--- src/rtl/spi_master.sv ---
// spi_master: runs one 16-bit mode-0 SPI frame {addr, rw, byte} per start pulse.
// It drives sclk_pin, cs_pin and mosi_pin, and captures the read byte from the
// synchronized miso_pin.
module spi_master #(
  parameter int CLK_DIV = 5,
  parameter int CS_GAP  = 10
) (
  input  logic       clk,
  input  logic       rst_n,
  input  logic       start,
  input  logic       rw,
  input  logic [6:0] addr,
  input  logic [7:0] wdata,
  output logic       busy,
  output logic       done,
  output logic [7:0] rdata,
  output logic       sclk_pin,
  output logic       cs_pin,
  output logic       mosi_pin,
  input  logic       miso_pin
);

  // One counter serves the SCLK half-period and the CS gap, so it is sized for the larger of the two.
  localparam int CMAX = (CLK_DIV > CS_GAP) ? CLK_DIV : CS_GAP;
  localparam int CW   = (CMAX > 1) ? $clog2(CMAX) : 1;
  localparam logic [CW-1:0] DIV_LAST = CW'(CLK_DIV - 1);
  localparam logic [CW-1:0] GAP_LAST = CW'(CS_GAP - 1);

  typedef enum logic [2:0] {
    IDLE,
    SETUP,
    SHIFT,
    HOLD,
    GAP
  } state_t;

  state_t        state;
  logic [CW-1:0] cnt;
  logic [3:0]    bit_cnt;   // number of SCLK falling edges already produced
  logic [14:0]   tx_sr;     // frame bits still to be driven; frame[15] goes straight to mosi_pin
  logic [7:0]    rx_sr;
  logic          rw_q;
  logic [1:0]    miso_sync;

  // Two-flop synchronizer for the asynchronous miso_pin.
  always_ff @(posedge clk or negedge rst_n) begin
    if (!rst_n) miso_sync <= 2'b00;
    else        miso_sync <= {miso_sync[0], miso_pin};
  end

  // Transaction FSM; every pin and status output is registered here.
  always_ff @(posedge clk or negedge rst_n) begin
    if (!rst_n) begin
      state    <= IDLE;
      cnt      <= '0;
      bit_cnt  <= '0;
      tx_sr    <= '0;
      rx_sr    <= '0;
      rw_q     <= 1'b0;
      busy     <= 1'b0;
      done     <= 1'b0;
      rdata    <= '0;
      sclk_pin <= 1'b0;
      cs_pin   <= 1'b1;
      mosi_pin <= 1'b0;
    end else begin
      done <= 1'b0;
      case (state)
        IDLE: begin
          if (start) begin
            state    <= SETUP;
            busy     <= 1'b1;
            cs_pin   <= 1'b0;
            sclk_pin <= 1'b0;
            rw_q     <= rw;
            mosi_pin <= addr[6];
            tx_sr    <= {addr[5:0], rw, (rw ? 8'h00 : wdata)};
            cnt      <= '0;
            bit_cnt  <= '0;
          end
        end
        SETUP: begin
          if (cnt == DIV_LAST) begin
            cnt      <= '0;
            sclk_pin <= 1'b1;
            state    <= SHIFT;
          end else begin
            cnt <= cnt + 1'b1;
          end
        end
        SHIFT: begin
          if (cnt == DIV_LAST) begin
            cnt      <= '0;
            sclk_pin <= ~sclk_pin;
            if (!sclk_pin) begin
              // Rising edge: the second byte of a read is shifted in on rising edges 9..16.
              if (rw_q && bit_cnt[3]) rx_sr <= {rx_sr[6:0], miso_sync[1]};
            end else if (bit_cnt == 4'd15) begin
              // 16th falling edge: mosi_pin keeps frame[0] through HOLD.
              state <= HOLD;
            end else begin
              bit_cnt  <= bit_cnt + 4'd1;
              mosi_pin <= tx_sr[14];
              tx_sr    <= {tx_sr[13:0], 1'b0};
            end
          end else begin
            cnt <= cnt + 1'b1;
          end
        end
        HOLD: begin
          if (cnt == DIV_LAST) begin
            cnt      <= '0;
            cs_pin   <= 1'b1;
            mosi_pin <= 1'b0;
            state    <= GAP;
          end else begin
            cnt <= cnt + 1'b1;
          end
        end
        GAP: begin
          if (cnt == GAP_LAST) begin
            cnt   <= '0;
            state <= IDLE;
            busy  <= 1'b0;
            done  <= 1'b1;
            if (rw_q) rdata <= rx_sr;
          end else begin
            cnt <= cnt + 1'b1;
          end
        end
        default: state <= IDLE;
      endcase
    end
  end

endmodule

--- config.mk ---
export PLATFORM = sky130hd
export DESIGN_NAME = spi_master
export DESIGN_NICKNAME = d
export VERILOG_FILES = /design/src/rtl/spi_master.sv
export SDC_FILE = /design/constraint.sdc
export NUM_CORES = 1
export LEC_CHECK = 0
export BUFFER_PORTS_ARGS = -buffer_cell sky130_fd_sc_hd__buf_2
export CAP_MARGIN = 0
export CORE_MARGIN = 4
export CORE_UTILIZATION = 55
export CTS_CLUSTER_SIZE = 12
export DETAILED_ROUTE_END_ITERATION = 7
export PLACE_DENSITY_LB_ADDON = 0.15
export SYNTH_ARGS = -nofsm -noshare
export SYNTH_HDL_FRONTEND = slang
export SYNTH_SLANG_ARGS = --single-unit
--- constraint.sdc ---
create_clock -name clk -period 2.2 [get_ports clk]
set_input_delay 0.22 -clock clk [delete_from_list [all_inputs] [get_ports clk]]
set_output_delay 0.22 -clock clk [all_outputs]
set_load 0.05 [all_outputs]
# Yosys cells after proc, flatten, opt, wreduce, memory -nomap -nowiden
# Index checks and enable logic that the tools add are counted.
[totals]
ff_bits = 50
inputBits = 20
out_inout_bits = 13
wordCells = 88
[op_classes]
addsub = 2
n_eq_ne = 15
muxes = 38
n_bitwise = 1
reduce_logical = 19
[ops]
columns = ["operator", "n"]
rows = [
  ["2-to-1 mux 15 bit", 4],
  ["case mux 15 bit (2 select lines)", 1],
  ["2-to-1 mux 4 bit", 6],
  ["2-to-1 mux 3 bit", 7],
  ["inequality test 2 bit, second input constant", 8],
  ["case mux 3 bit (5 select lines)", 1],
  ["2-to-1 mux 1 bit", 12],
  ["case mux 4 bit (3 select lines)", 1],
  ["AND reduction 3 bit", 3],
  ["nonzero test 3 bit", 3],
  ["adder 4 x 1 -> 4 bit, second input constant", 2],
  ["equality test 4 bit, second input constant", 2],
  ["2-to-1 mux 8 bit", 1],
  ["case mux 4 bit (2 select lines)", 1],
  ["AND reduction 4 bit", 2],
  ["AND reduction 7 bit", 1],
  ["equality test 3 x 2 -> 1 bit, second input constant", 2],
  ["case mux 1 bit (3 select lines)", 2],
  ["AND reduction 6 bit", 1],
  ["nonzero test 2 bit", 3],
  ["AND reduction 5 bit", 1],
  ["equality test 4 x 3 -> 1 bit, second input constant", 1],
  ["case mux 1 bit (2 select lines)", 2],
  ["AND reduction 2 bit", 2],
  ["6 further kinds", 6],
]

# Longest topological paths before layout
# Gate-level depths: netlist (run 1).
[logic_depth]
ltp_word = 5
mapped_depth = 8
ltp_nobuf = 6

# Least setup slack after synthesis (run 1)
# No wires, ideal clock.
[synth_timing]
kind = "register to register"
start = "register cnt[0]"
end = "register rx_sr[0]"
setup_time_ns = 0.125
t_arrival_ns = 1.699
path_slack_ns = 0.376
stages_incl_launch_ff = 8
path_buffers = 1
cell_sequence = "dfrtp_1 inv_1 ha_1 and3b_2 nand4_1 or3b_1 buf_6 mux2_4"
[synth_between]
elab_chain_len = 2
[synth_lines]
columns = ["item", "line", "source"]
rows = [
  ["start: declaration", "38", "logic [CW-1:0] cnt;"],
  ["start signal: assignment", "88", "cnt <= cnt + 1'b1;"],
  ["start signal: assignment", "107", "cnt <= cnt + 1'b1;"],
  ["start signal: assignment", "117", "cnt <= cnt + 1'b1;"],
  ["equality test 4 x 3 -> 1 bit", "92", "if (cnt == DIV_LAST) begin"],
  ["AND reduction 4 bit (no line)", "-", ""],
  ["end signal: assignment", "97", "if (rw_q && bit_cnt[3]) rx_sr <= {rx_sr[6:0], miso_sync[1]};"],
  ["end: declaration", "41", "logic [7:0] rx_sr;"],
]
# Every way passes these cells.
# A chain may end at the register's enable or synchronous reset.

# Worst setup path after layout (run 1)
[layout_timing]
start = "register cnt[0]"
end = "register rx_sr[7]"
# The elaborated chain is that of the path after synthesis.

==> results of run 1 <==
cell families after synthesis:
group	Yosys count
fa+ha+maj	4
xor+xnor	2
compound gates	56
buf+inv	23
flops	50
simple gates	62
mux	24
registers in the layout, indices dropped and copies added, names as in the netlist:
signal     count
bit_cnt        4
busy           1
cnt            4
cs_pin         1
done           1
miso_sync      2
mosi_pin       1
rdata          8
rw_q           1
rx_sr          8
sclk_pin       1
state          3
tx_sr         15
path summary, 6_finish.rpt:
kind | cells after the start | from | end | slack (ps)
min in group asynchronous | 2 | rst_n | done$_DFF_PN0_ | 430
setup / recovery | 6 | cnt[0]$_DFFE_PN0P_ | rx_sr[7]$_DFFE_PN0P_ | 150
hold reg to reg | 0 | miso_sync[0]$_DFF_PN0_ | miso_sync[1]$_DFF_PN0_ | 360
hold / removal | 1 | miso_pin | miso_sync[0]$_DFF_PN0_ | 20
setup reg to reg | 6 | cnt[0]$_DFFE_PN0P_ | rx_sr[7]$_DFFE_PN0P_ | 150
max in group asynchronous | 3 | rst_n | rx_sr[7]$_DFFE_PN0P_ | 1250
through the flow:
stage / setup WS [ps] / util, %
floorplan: 376 / -
global placement: 200 / 63.7
detailed placement: 159 / 63.7
CTS: 151 / 66.8
global route: 52.7 / 66.8
finish: 146 / 66.8
synth_stat cells, drive strengths merged:
cell type,count
nor3,2
nor3b,2
or3b,1
o21bai,2
or4,2
nor2b,2
a21oi,18
a2bb2oi,1
nand2,25
dfrtp,49
and3b,1
a32o,1
o22ai,2
xor2,2
dfstp,1
nand4,2
o211ai,1
nor4,1
and4b,1
and2,2
a21o,1
a31oi,1
a211oi,1
a22o,1
o311a,1
a41oi,2
nor4b,1
buf,11
o41ai,1
nand3b,2
clkbuf,4
nand2b,8
inv,8
mux2,18
or2,1
ha,4
nor2,4
o21ai,23
mux2i,6
nand3,5
layer usage:
| metal | part of all wire (%) | up-vias | global-route usage (%) |
|---|---|---|---|
| met1 | 48 | 775 | 22.7 |
| met4 | 1.5 | 0 | 5.43 |
| met2 | 47 | 35 | 28.3 |
| li1 | - | 836 | - |
| met3 | 4.0 | 7 | 2.97 |
| met5 | 0 | - | 0 |
final cells by class:
cell class	instances	area (sq um)
Sequential cell	50	1250
Inverter	8	30.0
Clock inverter	3	47.5
Timing Repair Buffer	41	243
Tap cell	50	62.6
Fill cell	341	1370
Clock buffer	5	68.8
Multi-Input combinational cell	148	1040
cell usage in the layout, fill, tap and decap left out, types with 2 or more instances in the layout:
cell type,instances
and2_1,2
inv_1,7
nand3_1,5
nor2_1,3
nor3b_1,2
a21oi_1,18
clkbuf_8,5
dfrtp_1,49
buf_2,32
nand4_1,2
o21ai_0,21
mux2i_1,6
buf_4,7
mux2_4,8
nand2b_1,8
o21ai_1,2
nor2b_1,2
ha_1,4
xor2_1,2
or4_1,2
o22ai_1,2
nor3_1,2
o21bai_1,2
nand2_1,25
nand3b_1,2
mux2_2,10
worst max-delay path, cell delays in order, from the launching register on:
cell and delay [ps]:
dfrtp_1 420, inv_1 110, ha_1 170, and3b_2 220
nand4_1 90, or3b_1 570, mux2_4 370
where the power goes:
part / leakage, nW / internal, W / switching (W)
Combinational: 0.624 / 0.000356 / 0.000507
Clock: 0.0587 / 0.000345 / 0.000310
Sequential: 0.644 / 0.00115 / 0.000185
Total: 1.33 / 0.00185 / 0.00100
==> results_dict.tcl, run 1 <==
set metrics [dict create \
    status "complete, no violations" \
    hp-class "in -> reg" \
    cts.repair.resized 0 \
    dp_cells 296 \
    grt_pass1_wl_um 7290 \
    drt-total-wl_um 4120 \
    ys_ff_latch 50 \
    cts_root_buf "clkbuf_8" \
    cts_setup_buffers 0 \
    p_leak_nw 1.33 \
    antenna_found_initial 0 \
    area_growth_syn_to_layout_pct 14.9 \
    routed_via_density 5.42 \
    syn-mean-instance-area_sq_um 10.8 \
    finClkSkew_ps 7.62 \
    power_density_mw_per_mm2 1040 \
    start_util_pct 58.1 \
    fin_cells 305 \
    avgRoutedWirePerCell_um 13.5 \
    synthMuxAreaShare_pct 12.2 \
    peakVddDrop_mv 0.525 \
    synth_area_leaders "dfrtp_1, mux2_4, mux2_2" \
    die_w_um 74.0 \
    ant_nets 0 \
    coreArea_sq_mm 0.00412 \
    rsz0062_at_grt "false" \
    maxClockFrequency_mhz 487 \
    clockBufferDepth 2 \
    drv_slew 0 \
    synth_compound_area_share_pct 13.6 \
    finalCritPeriodShare_pct 93.4 \
    max_slew.worst_pin.slew_ps 550 \
    grt_pass1_vias 1671 \
    grt_max_degree 29 \
    finalSetupViolCount 0 \
    dp_hpwl_um 2940 \
    drive_above_1_share_pct 29.0 \
    antennaDiodeCount 0 \
    design_area_sq_mm 0.00275 \
    path_class "reg -> reg" \
    worst_hold_slack_ps 15.8 \
    synth_top_area_cell "dfrtp_1" \
    vias 1653 \
    setup_tns_ps 0 \
    synth_area_sq_mm 0.00239 \
    synth_top_cell_area_share_pct 51.3 \
    grt_use_total_pct 17.0 \
    drv_cap 0 \
    gp_congestion 0.776 \
    htree_num_levels 2 \
    drt_iter0_markers 62 \
    synth_top_family_by_area "simple AND/OR/NAND/NOR gates" \
    firstDrtPassIters 4 \
    synth_warnings 0 \
    clkSinkCount 50 \
    die-area_sq_mm 0.00547 \
    worstPathArrival_ps 2240 \
    synthSimpleGateAreaFrac_pct 14.6 \
    syn_inst 221 \
    io_pins 33 \
    synth-seq-area-share_pct 52.4 \
    dpl-instance-area_sq_mm 0.00262 \
    die_h_um 74.0 \
    port_buffers 32 \
    grt_overflow_total 0 \
    path_max_fanout 8 \
    clk_pin_slew_ps 90 \
    cp-start-kind "flip-flop" \
    relSlewSlack_pct 63.4 \
    placementRows 23 \
    nets 278 \
    clock_latency_ps 300 \
    cts_buffers 5 \
    ctsHoldBuffers 1 \
    worstSetupEndpointType "flip-flop" \
    post-route-min-period_ps 2050 \
    hold_viol_final 0 \
    synth_xor_area_share_pct 0.732 \
    cts_tree "built" \
    syn-num-nets 245 \
    synth_cell_types 46 \
    required_ps 2390 \
    drc 0 \
    p_total_w 0.00285 \
    synth-adder-area-share_pct 2.09 \
]
No activity file was read; power rests on OpenSTA's default activity.
==> run 2: changes to the inputs <==
Settings changed: CORE_ASPECT_RATIO set to 0.7.
Clock period 2.2 ns to 1.9 ns, I/O delays scaled along.
==> run 2 against run 1 <==
Register-to-register slack worse by 110 ps; critical endpoint is now rx_sr[2]$_DFFE_PN0P_; clock skew shrank 1.3 ps; setup slack got worse by 110 ps; maximum frequency rose by 10%.
==> results_dict.tcl, run 2 (same netlist as run 1, synthesis figures left out) <==
set metrics [dict create \
    placementRows 19 \
    relSlewSlack_pct 59.3 \
    final.setup.worst_slack_ps 38.2 \
    post-route-min-period_ps 1860 \
    firstDrtPassIters 4 \
    drv_cap 0 \
    die-area_sq_mm 0.00549 \
    required_ps 2090 \
    layout_common_cells "dfrtp_1, buf_2, nand2_1, o21ai_0, a21oi_1" \
    antennaDiodeCount 0 \
    fill_cells 316 \
    finalCritPeriodShare_pct 98.0 \
    port_buffers 32 \
    cts_root_buf "clkbuf_8" \
    hp-class "in -> reg" \
    p_seq_share_pct 47.1 \
    drt-total-wl_um 4470 \
    worstReg2RegStart "cnt[1]$_DFFE_PN0P_" \
    die_w_um 86.8 \
    maxClockFrequency_mhz 537 \
    clock_latency_ps 300 \
    htree_num_levels 2 \
    start_util_pct 58.8 \
    grtUsageMet3_pct 4.30 \
    top_regs "tx_sr: 15 flops, rdata: 8 flops, rx_sr: 8 flops" \
    peakVddDrop_mv 0.908 \
    drv_slew 0 \
    dp_slack_ps 20.5 \
    switching_share_pct 36.3 \
    hold-path-endpoint "tx_sr[0]$_DFFE_PN0P_" \
    finClkSkew_ps 6.29 \
    r2r_slack_ps 40 \
    hp-start "wdata[0]" \
    power_density_mw_per_mm2 1180 \
    cp_slowest_cell "dfrtp_1" \
    antenna_found_initial 0 \
    drc 0 \
    clockBufferDepth 2 \
    top_register "tx_sr" \
    die_h_um 63.2 \
    p_comb_share_pct 33.5 \
    switchingPower_w 0.00121 \
    grt_pass1_vias 1612 \
    design_area_sq_mm 0.00283 \
    avgRoutedWirePerCell_um 14.1 \
    io_pins 33 \
    gp_congestion 0.810 \
    routed_via_density 5.37 \
    pwr-share-clk_pct 19.5 \
    finalSetupViolCount 0 \
    regArea_sq_mm 0.00125 \
    grt_pass1_wl_um 7540 \
    cp-start-kind "flip-flop" \
    drt_iter0_markers 127 \
    worstSetupEndpointType "flip-flop" \
    rsz0062_at_grt "true" \
    critPathMaxStageDelay_ps 420 \
    met1_usage_pct 26.3 \
    r2r-end "rx_sr[2]$_DFFE_PN0P_" \
    largest_register_ffs 15 \
    path_max_fanout 8 \
    grt.busiest_layer "met1" \
    max_slew.worst_pin.slew_ps 611 \
    path_cells "inv_2 -> ha_4 -> and3b_2 -> nand4_1 -> or3b_1 -> buf_6 -> mux2_4" \
    p_int_w 0.00213 \
    drive_above_1_share_pct 33.2 \
    worstPathArrival_ps 2060 \
    status "complete, no violations" \
    cts_buffers 5 \
    coreArea_sq_mm 0.00407 \
    multi_input_area_sq_mm 0.00106 \
    grt_max_degree 51 \
    p_leak_nw 1.37 \
    clkSinkCount 50 \
    hold_depth 2 \
    nets 288 \
    mostFrequentLayoutCell "dfrtp_1" \
    path_class "reg -> reg" \
    dpl-instance-area_sq_mm 0.00268 \
    clk_pin_slew_ps 90 \
    use_met2_pct 24.6 \
    grt_use_total_pct 17.5 \
    dp_hpwl_um 3170 \
    ant_nets 0 \
    area_growth_syn_to_layout_pct 18.3 \
    hold_viol_final 0 \
    grt_overflow_total 0 \
    path_buf_inv 2 \
    cts_tree "built" \
    reg2reg_depth 7 \
    cp_top_family "simple AND/OR/NAND/NOR gates" \
    vias 1702 \
]
## run 2: what timing repair did
action	in CTS	in global routing
endpoints found under the setup margin	1	17
hold buffers	2	0
pin swaps	0	1
resized for setup	1	7
hold endpoints to repair	40	0
setup buffers	0	1
## run 2: power by group through the flow
stage | combinational, W | clock (W) | sequential, W
floorplan | 0.000708 | 0 | 0.00158
global placement | 0.00104 | 0 | 0.00157
global route | 0.00125 | 0.000710 | 0.00161
detailed placement | 0.00107 | 0 | 0.00158
finish | 0.00112 | 0.000650 | 0.00157
CTS | 0.00107 | 0.000675 | 0.00156
## run 2: final cells by class
type,count,share of cell area [%]
Clock buffer,6,2.92
Clock inverter,2,0.619
Inverter,8,1.06
Multi-Input combinational cell,148,37.4
Sequential cell,50,44.3
Tap cell,52,2.30
Timing Repair Buffer,51,11.5
## run 2: how the worst max path moves through the flow
stage	to	cells after the start	from
global placement	rx_sr[1]$_DFFE_PN0P_	7	cnt[1]$_DFFE_PN0P_
detailed placement	rx_sr[2]$_DFFE_PN0P_	7	cnt[1]$_DFFE_PN0P_
finish	rx_sr[2]$_DFFE_PN0P_	7	cnt[1]$_DFFE_PN0P_
global route	rx_sr[2]$_DFFE_PN0P_	7	cnt[1]$_DFFE_PN0P_
floorplan	rx_sr[0]$_DFFE_PN0P_	7	cnt[0]$_DFFE_PN0P_
CTS	rx_sr[2]$_DFFE_PN0P_	7	cnt[1]$_DFFE_PN0P_
## run 2: stage by stage
stage               power (W)  TNS [ps]  hold WS (ps)  std cells  util, %
global route          0.00357      -657           129        317     69.6
global placement      0.00261         0           299        306     66.0
finish                0.00334         0           142        317     69.6
CTS                   0.00331         0           135        316     69.0
floorplan             0.00229         0          -106        221        -
detailed placement    0.00265         0           308        306     66.0
## run 2: worst register-to-register path, stage by stage, from the launching register on
cell,delay (ps)
dfrtp_1,420
inv_2,90
ha_4,120
and3b_2,180
nand4_1,90
or3b_1,390
buf_6,160
mux2_4,290
## run 2: metal layers
layer  vias to the layer above  part of all wire [%]  routed length (um)
met3                         8                   4.8                 213
li1                        861                     -                   -
met4                         0                   1.4                  61
met1                       792                    52                2310
met5                         -                     0                   0
met2                        41                    42                1880
